$ cat src/rtl/msp_spi_slave_nlane.sv
// Oversampled N-lane MSP SPI command/response slave in the fabric clock domain.
// Define MSP_SPI_TIMEOUT_EN to add the CMD/RESP inactivity timeout.
module msp_spi_slave_nlane #(
    parameter int LANES          = 1,
    parameter int CMD_W          = 64,
    parameter int RESP_W         = 64,
    parameter int SYNC_STAGES    = 2,
    parameter int TIMEOUT_CYCLES = 4096
) (
    input  logic              clk,
    input  logic              rst,
    input  logic              spi_clk,
    input  logic [LANES-1:0]  spi_din,
    output logic [LANES-1:0]  spi_dout,
    output logic              spi_doe,
    output logic              cmd_valid,
    input  logic              cmd_ready,
    output logic [CMD_W-1:0]  cmd_data,
    input  logic              resp_valid,
    output logic              resp_ready,
    input  logic [RESP_W-1:0] resp_data,
    output logic              busy,
    output logic              overrun
);
    localparam int CMD_BEATS  = CMD_W / LANES;
    localparam int RESP_BEATS = RESP_W / LANES;
    localparam int MAX_BEATS  = (CMD_BEATS > RESP_BEATS) ? CMD_BEATS : RESP_BEATS;
    localparam int CNT_W      = $clog2(MAX_BEATS) + 1;

    if ((LANES != 1 && LANES != 2 && LANES != 4 && LANES != 8) ||
        (CMD_W % LANES != 0) || (RESP_W % LANES != 0) ||
        (SYNC_STAGES < 2) || (TIMEOUT_CYCLES < 1)) begin : g_param_err
        $error("msp_spi_slave_nlane: illegal parameter set");
    end

    typedef enum logic [2:0] {IDLE, CMD, CMD_HOLD, RESP_WAIT, RESP} state_t;

    state_t                            state_q;
    logic [SYNC_STAGES-1:0]            sclk_q;
    logic [SYNC_STAGES-1:0][LANES-1:0] din_q;
    logic                              sclk_prev_q;
    logic [CMD_W-1:0]                  cmd_sh_q, cmd_sh_d;
    logic [CMD_W-1:0]                  cmd_data_q;
    logic [RESP_W-1:0]                 resp_sh_q;
    logic [CNT_W-1:0]                  cnt_q, cnt_d;
    logic                              cmd_valid_q;
    logic                              doe_q;
    logic                              overrun_q;
    logic                              rise, fall, timeout;
    logic [LANES-1:0]                  din_s;

    always_ff @(posedge clk or posedge rst) begin
        if (rst) begin
            sclk_q      <= '0;
            din_q       <= '0;
            sclk_prev_q <= 1'b0;
        end else begin
            sclk_q      <= {sclk_q[SYNC_STAGES-2:0], spi_clk};
            din_q       <= {din_q[SYNC_STAGES-2:0], spi_din};
            sclk_prev_q <= sclk_q[SYNC_STAGES-1];
        end
    end

    assign rise  = sclk_q[SYNC_STAGES-1] & ~sclk_prev_q;
    assign fall  = ~sclk_q[SYNC_STAGES-1] & sclk_prev_q;
    assign din_s = din_q[SYNC_STAGES-1];

    // A command always starts from an empty register, so nothing survives an abort
    assign cmd_sh_d = (state_q == IDLE) ? CMD_W'(din_s)
                                        : ((cmd_sh_q << LANES) | CMD_W'(din_s));
    assign cnt_d    = (state_q == IDLE) ? CNT_W'(1) : cnt_q + 1'b1;

`ifdef MSP_SPI_TIMEOUT_EN
    localparam int TO_W = $clog2(TIMEOUT_CYCLES + 1);
    logic [TO_W-1:0] to_cnt_q;
    logic            active, to_hit;

    assign active  = (state_q == CMD) || (state_q == RESP);
    assign to_hit  = (to_cnt_q == TO_W'(TIMEOUT_CYCLES));
    assign timeout = active && to_hit;

    // Held clear outside CMD/RESP so a long app wait cannot trip it on entry
    always_ff @(posedge clk or posedge rst) begin
        if (rst)
            to_cnt_q <= '0;
        else if (rise || fall || !active)
            to_cnt_q <= '0;
        else if (!to_hit)
            to_cnt_q <= to_cnt_q + 1'b1;
    end
`else
    assign timeout = 1'b0;
`endif

    always_ff @(posedge clk or posedge rst) begin
        if (rst) begin
            state_q     <= IDLE;
            cmd_sh_q    <= '0;
            cmd_data_q  <= '0;
            resp_sh_q   <= '0;
            cnt_q       <= '0;
            cmd_valid_q <= 1'b0;
            doe_q       <= 1'b0;
            overrun_q   <= 1'b0;
        end else begin
            unique case (state_q)
                IDLE, CMD: begin
                    if (rise) begin
                        if (cnt_d == CNT_W'(CMD_BEATS)) begin
                            cmd_data_q  <= cmd_sh_d;
                            cmd_valid_q <= 1'b1;
                            cnt_q       <= '0;
                            state_q     <= CMD_HOLD;
                        end else begin
                            cmd_sh_q <= cmd_sh_d;
                            cnt_q    <= cnt_d;
                            state_q  <= CMD;
                        end
                    end else if (timeout) begin
                        cmd_sh_q <= '0;
                        cnt_q    <= '0;
                        state_q  <= IDLE;
                    end
                end
                CMD_HOLD: begin
                    if (rise)
                        overrun_q <= 1'b1;
                    if (cmd_ready) begin
                        cmd_valid_q <= 1'b0;
                        state_q     <= RESP_WAIT;
                    end
                end
                RESP_WAIT: begin
                    if (rise)
                        overrun_q <= 1'b1;
                    if (resp_valid) begin
                        resp_sh_q <= resp_data;
                        doe_q     <= 1'b1;
                        cnt_q     <= '0;
                        state_q   <= RESP;
                    end
                end
                RESP: begin
                    if (rise) begin
                        cnt_q <= cnt_q + 1'b1;
                    end else if (fall && cnt_q == CNT_W'(RESP_BEATS)) begin
                        resp_sh_q <= '0;
                        doe_q     <= 1'b0;
                        cnt_q     <= '0;
                        state_q   <= IDLE;
                    end else if (fall && cnt_q != '0) begin
                        resp_sh_q <= resp_sh_q << LANES;
                    end else if (timeout) begin
                        resp_sh_q <= '0;
                        doe_q     <= 1'b0;
                        cnt_q     <= '0;
                        state_q   <= IDLE;
                    end
                end
                default: state_q <= IDLE;
            endcase
        end
    end

    assign spi_dout   = resp_sh_q[RESP_W-1 -: LANES];
    assign spi_doe    = doe_q;
    assign cmd_valid  = cmd_valid_q;
    assign cmd_data   = cmd_data_q;
    assign resp_ready = (state_q == RESP_WAIT);
    assign busy       = (state_q != IDLE);
    assign overrun    = overrun_q;

endmodule

$ cat config.mk
export PLATFORM = sky130hd
export DESIGN_NAME = msp_spi_slave_nlane
export DESIGN_NICKNAME = d
export VERILOG_FILES = /design/src/rtl/msp_spi_slave_nlane.sv
export SDC_FILE = /design/constraint.sdc
export NUM_CORES = 1
export LEC_CHECK = 0
export ABC_AREA = 1
export ABC_CLOCK_PERIOD_IN_PS = 8920
export CORE_ASPECT_RATIO = 0.9
export CORE_MARGIN = 2
export CORE_UTILIZATION = 40
export CTS_BUF_LIST = sky130_fd_sc_hd__clkbuf_16
export DETAILED_ROUTE_END_ITERATION = 7
export PLACE_DENSITY = 0.64
export SLEW_MARGIN = 30
export SYNTH_ARGS = -nofsm -noshare
export SYNTH_HDL_FRONTEND = slang
export SYNTH_SLANG_ARGS = --single-unit
$ cat constraint.sdc
create_clock -name clk -period 8.92 [get_ports clk]
set_input_delay 1.784 -clock clk [delete_from_list [all_inputs] [get_ports clk]]
set_output_delay 1.784 -clock clk [all_outputs]
set_load 0.1 [all_outputs]
* Yosys cells after proc, flatten, opt, wreduce, memory -nomap -nowiden
Index checks and enable logic that the tools add are counted.
Operators by class: muxes and demuxes 28, $add $sub $neg 1, reductions and logical operators 18, bitwise gates (word level) 6, equal/unequal tests 14
Operators by type and width (count):
- $mux 64 | 5
- $pmux 64 s2 | 1
- $or 64x1->64 | 1
- $mux 7 | 6
- $pmux 7 s3 | 1
- $reduce_and 4->1 | 4
- $mux 3 | 5
- $eq 7x7->1 const B | 2
- $ne 2x2->1 const B | 6
- $pmux 3 s4 | 1
- $add 7x1->7 const B | 1
- $reduce_bool 7->1 | 1
- $eq 3x2->1 const B | 2
- $mux 1 | 6
- $ne 3x3->1 const B | 2
- $reduce_and 3->1 | 2
- $reduce_bool 3->1 | 2
- $reduce_and 5->1 | 1
- $pmux 1 s2 | 2
- $reduce_bool 2->1 | 2
- $reduce_or 2->1 | 2
- $eq 3x1->1 const B | 1
- $eq 3x3->1 const B | 1
- $logic_not 3->1 | 1
- 5 further kinds | 9
Storage, ports and cells: register bits after elaboration 209, word-level logic and storage cells 79, input port bits 70, output and inout bits 70

* Depth between registers and ports, before layout
depth in word-level cells 7, mapped depth 13, depth with buffers taken out 12

* Worst setup path after synthesis
Ideal clock, no wire load.
kind register to output, start point reg state_q[2], end point out busy, stages on the path, launching flop included 6, arrival 1679 ps, buffers on the path 1, path slack 5457 ps, required time 7136 ps, path through dfrtp_1 nor2_2 inv_1 nor2_1 inv_2 clkbuf_1
On the way: cells in the longest elaborated chain, start to end 1
Ends and longest elaborated chain:
- start, declared | RTL line 38 | state_t state_q;
- start signal, assigned | RTL line 97 | state_q <= IDLE;
- start signal, assigned | RTL line 113 | state_q <= CMD_HOLD;
- start signal, assigned | RTL line 117 | state_q <= CMD;
- $reduce_bool 3->1 | RTL line 170 | assign busy = (state_q != IDLE);
- end, declared | RTL line 22 | output logic busy,
Every way passes these cells.

* Worst setup path in the final report
Ends and elaborated chain as after synthesis.

==> impl_metrics.py <==
metrics = {
    "power": {
        "power.internal_mw": 1.86,
        "comb_power_share_pct": 20.7,
        "p_switching_mw": 0.823,
        "switching_share_pct": 30.6,
        "p_leak_nw": 6.29,
        "peakVddDrop_v": 0.000126,
        "power_density_nw_per_um2": 233,
        "clockPowerShare_pct": 37.0,
        "sequentialPowerShare_pct": 42.4,
    },
    "logic_synthesis": {
        "yosysUniqueCellTypes": 24,
        "synth_warnings": 0,
        "synth_top_area_cell": "dfrtp_1",
        "yosysTopAreaCellShare_pct": 56.6,
        "synth-seq-cells": 209,
        "yosysSeqAreaShare_pct": 56.6,
        "syn_nets": 1226,
        "synth-simple-area-share_pct": 21.8,
        "synth-compound-area-share_pct": 11.2,
        "synth_top_family_by_area": "simple AND/OR/NAND/NOR gates",
        "syn_inst": 1154,
        "synthAdderAreaFrac_pct": 0.271,
        "synth_xor_xnor_area_share_pct": 0.0948,
        "synth.avg_cell_area_um2": 8.01,
        "netlist_area_um2": 9240,
        "synthMuxAreaShare_pct": 0,
        "synth.area.top_cells": "dfrtp_1, nand2_1, inv_1",
    },
    "floorplanning": {
        "die_y_um": 148,
        "core-area_um2": 22600,
        "pin_count": 140,
        "die-area_um2": 24300,
        "row_count": 52,
        "die_w_um": 164,
        "initial_core_util_pct": 40.9,
    },
    "layout": {
        "fillers": 2182,
        "drive_gt1_share_pct": 4.45,
        "post-route-util_pct": 51.1,
        "diodes": 0,
        "syn2layout_area_growth_pct": 24.9,
        "fin_nets": 1337,
        "ff_latch_area_um2": 5230,
        "multi_input_area_um2": 3110,
    },
    "worst_setup_path": {
        "r2r-end": "cmd_data[49]",
        "max_stage_delay_ns": 1.07,
        "cp_data_required_time_ns": 7.14,
        "r2r_cells": 13,
        "crit_start": "state_q[2]",
        "endpoint_kind": "output port",
        "worst-path-max-fanout": 63,
        "critPathArrivalTime_ns": 2.98,
        "crit_end": "busy",
        "crit_slowest_cell": "clkdlybuf4s50_1",
        "crit_chain": "nor2_2 > inv_1 > nor2_1 > inv_4 > clkdlybuf4s50_1",
        "regToRegSetupSlack_ns": 6.03,
        "r2r_start": "cnt_q[0]",
        "start_kind": "register",
        "critical_path_class": "register to output port",
    },
    "routing": {
        "vias_per_cell": 4.66,
        "drt-total-wl_um": 19400,
        "drt_iter0_drc": 363,
        "wl_per_cell_um": 12.3,
        "firstDrtPassIters": 7,
        "vias": 7353,
        "antenna_left": 0,
        "drc": 0,
    },
    "sta": {
        "fin_worst_skew_ns": 0.00815,
        "finalSetupViolations": 0,
        "grt_setup_unrepaired": "false",
        "worst_slack_ns": 4.15,
        "slew-limit-headroom_pct": 34.3,
        "tns_ns": 0,
        "worst_slew_pin_slew_ns": 0.982,
        "clock.fmax_mhz": 210,
        "finalHoldViolations": 0,
        "final.min_clock_period_ns": 4.77,
        "maxSlewViolCount": 0,
        "min_period_over_period_pct": 53.4,
    },
    "clocking": {
        "cts_tree": "done",
        "root_buffer": "clkbuf_16",
        "post_cts_resized": 0,
        "clkLatencyLatePin_ns": 0.51,
        "path_clk_slew_ns": 0.06,
        "hold_buffers": 0,
        "clk_path_buf_depth": 3,
        "cts.sinks": 209,
        "post_cts_buffers": 0,
        "numCtsBuffers": 23,
        "htree_levels": 1,
    },
    "global_routing": {
        "grt_pass1_wl_um": 33200,
        "grt_use_total_pct": 16.2,
        "use_met1_pct": 22.7,
        "use_met3_pct": 2.96,
        "grt-busiest-layer": "met2",
        "groute.layer.met2.usage_pct": 26.4,
        "grt_max_degree": 138,
        "antenna_found_initial": 0,
        "grt_overflow": 0,
        "grt_pass1_vias": 7049,
    },
    "flow_run": {
        "cap_violations": 0,
    },
    "status": {
        "run_status": "finished clean",
    },
    "hold_path": {
        "min_path_type": "register to register",
    },
    "placed_design": {
        "place_ws_ns": 4.65,
        "gp_congestion": 0.799,
        "post-dp-hpwl_um": 11900,
        "port_buffers": 139,
    },
}
==> cell usage after synthesis <==
| library cell | number |
|---|---|
| nand2_1 | 416 |
| dfrtp_1 | 209 |
| inv_1 | 149 |
| o21ai_0 | 96 |
| nor2_1 | 78 |
| a21oi_1 | 65 |
| o21ai_1 | 45 |
| clkbuf_1 | 23 |
| buf_2 | 21 |
| nand3_1 | 18 |
| buf_8 | 6 |
| inv_2 | 5 |
| buf_4 | 4 |
| buf_1 | 3 |
| nor2_2 | 3 |
| buf_6 | 2 |
| ha_1 | 2 |
| nand3_2 | 2 |
| nor3_1 | 2 |
| clkinv_1 | 1 |
| nand2_2 | 1 |
| nor2_4 | 1 |
| o21bai_1 | 1 |
| xor2_1 | 1 |
==> layout by cell type (no fill, tap or decap), types with 7 or more instances in the layout <==
cell type,synthesis,routed
o21ai_0,96,96
dfrtp_1,209,209
clkinv_1,1,7
a21oi_1,65,65
clkbuf_16,0,23
nand3_1,18,16
nand2_1,416,416
inv_1,149,150
nor2_1,78,78
o21ai_1,45,45
clkdlybuf4s50_1,0,137
==> metrics by stage <==
stage | power [mW] | hold WS, ns | std cells | area [um2]
global route | 2.84 | 0.366 | 1579 | 11500
finish | 2.68 | 0.350 | 1579 | 11500
floorplan | 1.57 | 0.331 | 1154 | 9240
detailed placement | 1.72 | 0.341 | 1537 | 10700
CTS | 2.72 | 0.354 | 1579 | 11500
global placement | 1.69 | 0.335 | 1537 | 10700
==> per-layer routing <==
| metal | wire length, um | part of all wire [%] | vias up |
|---|---|---|---|
| met5 | 0 | 0 | - |
| met4 | 411 | 2.1 | 0 |
| met3 | 994 | 5.1 | 29 |
| met2 | 8540 | 44 | 160 |
| met1 | 9420 | 49 | 3402 |
| li1 | - | - | 3762 |
==> how the worst min path moves through the flow <==
stage                     end  cells after the start  startpoint
finish              sclk_q[1]                      0   sclk_q[0]
global route            din_s                      0    din_q[0]
CTS                     din_s                      0    din_q[0]
detailed placement      din_s                      0    din_q[0]
global placement        din_s                      0    din_q[0]
floorplan               din_s                      0    din_q[0]
==> final cells by class <==
type | instances | share of cell area [%]
Clock buffer | 23 | 4.99
Multi-Input combinational cell | 731 | 27.0
Tap cell | 297 | 3.22
Inverter | 155 | 5.19
Sequential cell | 209 | 45.3
Clock inverter | 19 | 1.88
Timing Repair Buffer | 145 | 12.5
==> cells by family after synthesis <==
logic type	after synthesis
and+or+nand+nor	521
buffers and inverters	214
AOI/OAI and AO/OA	207
adders and majority gates	2
xor gates and xnor gates	1
DFF	209
==> state kept, by name (all words and copies together), names as in the netlist, 2 cells and up <==
signal,count
cmd_data,64
resp_sh_q,64
cmd_sh_q,63
cnt_q,7
state_q,3
sclk_q,2
==> power by group through the flow <==
stage	Clock, mW	Sequential (mW)	Combinational (mW)
final	0.992	1.14	0.555
after CTS	1.02	1.14	0.564
after global routing	1.06	1.15	0.634
after global placement	0	1.15	0.545
after detailed placement	0	1.15	0.562
after floorplan	0	1.20	0.371
==> worst max-delay path, delay by kind of cell (launching register included) <==
| kind | cells | cell delay, ns |
|---|---|---|
| buffers and inverters | 3 | 1.47 |
| flip-flops | 1 | 0.41 |
| AND/OR/NAND/NOR | 2 | 0.60 |
Power figures use the tool's default switching activity.
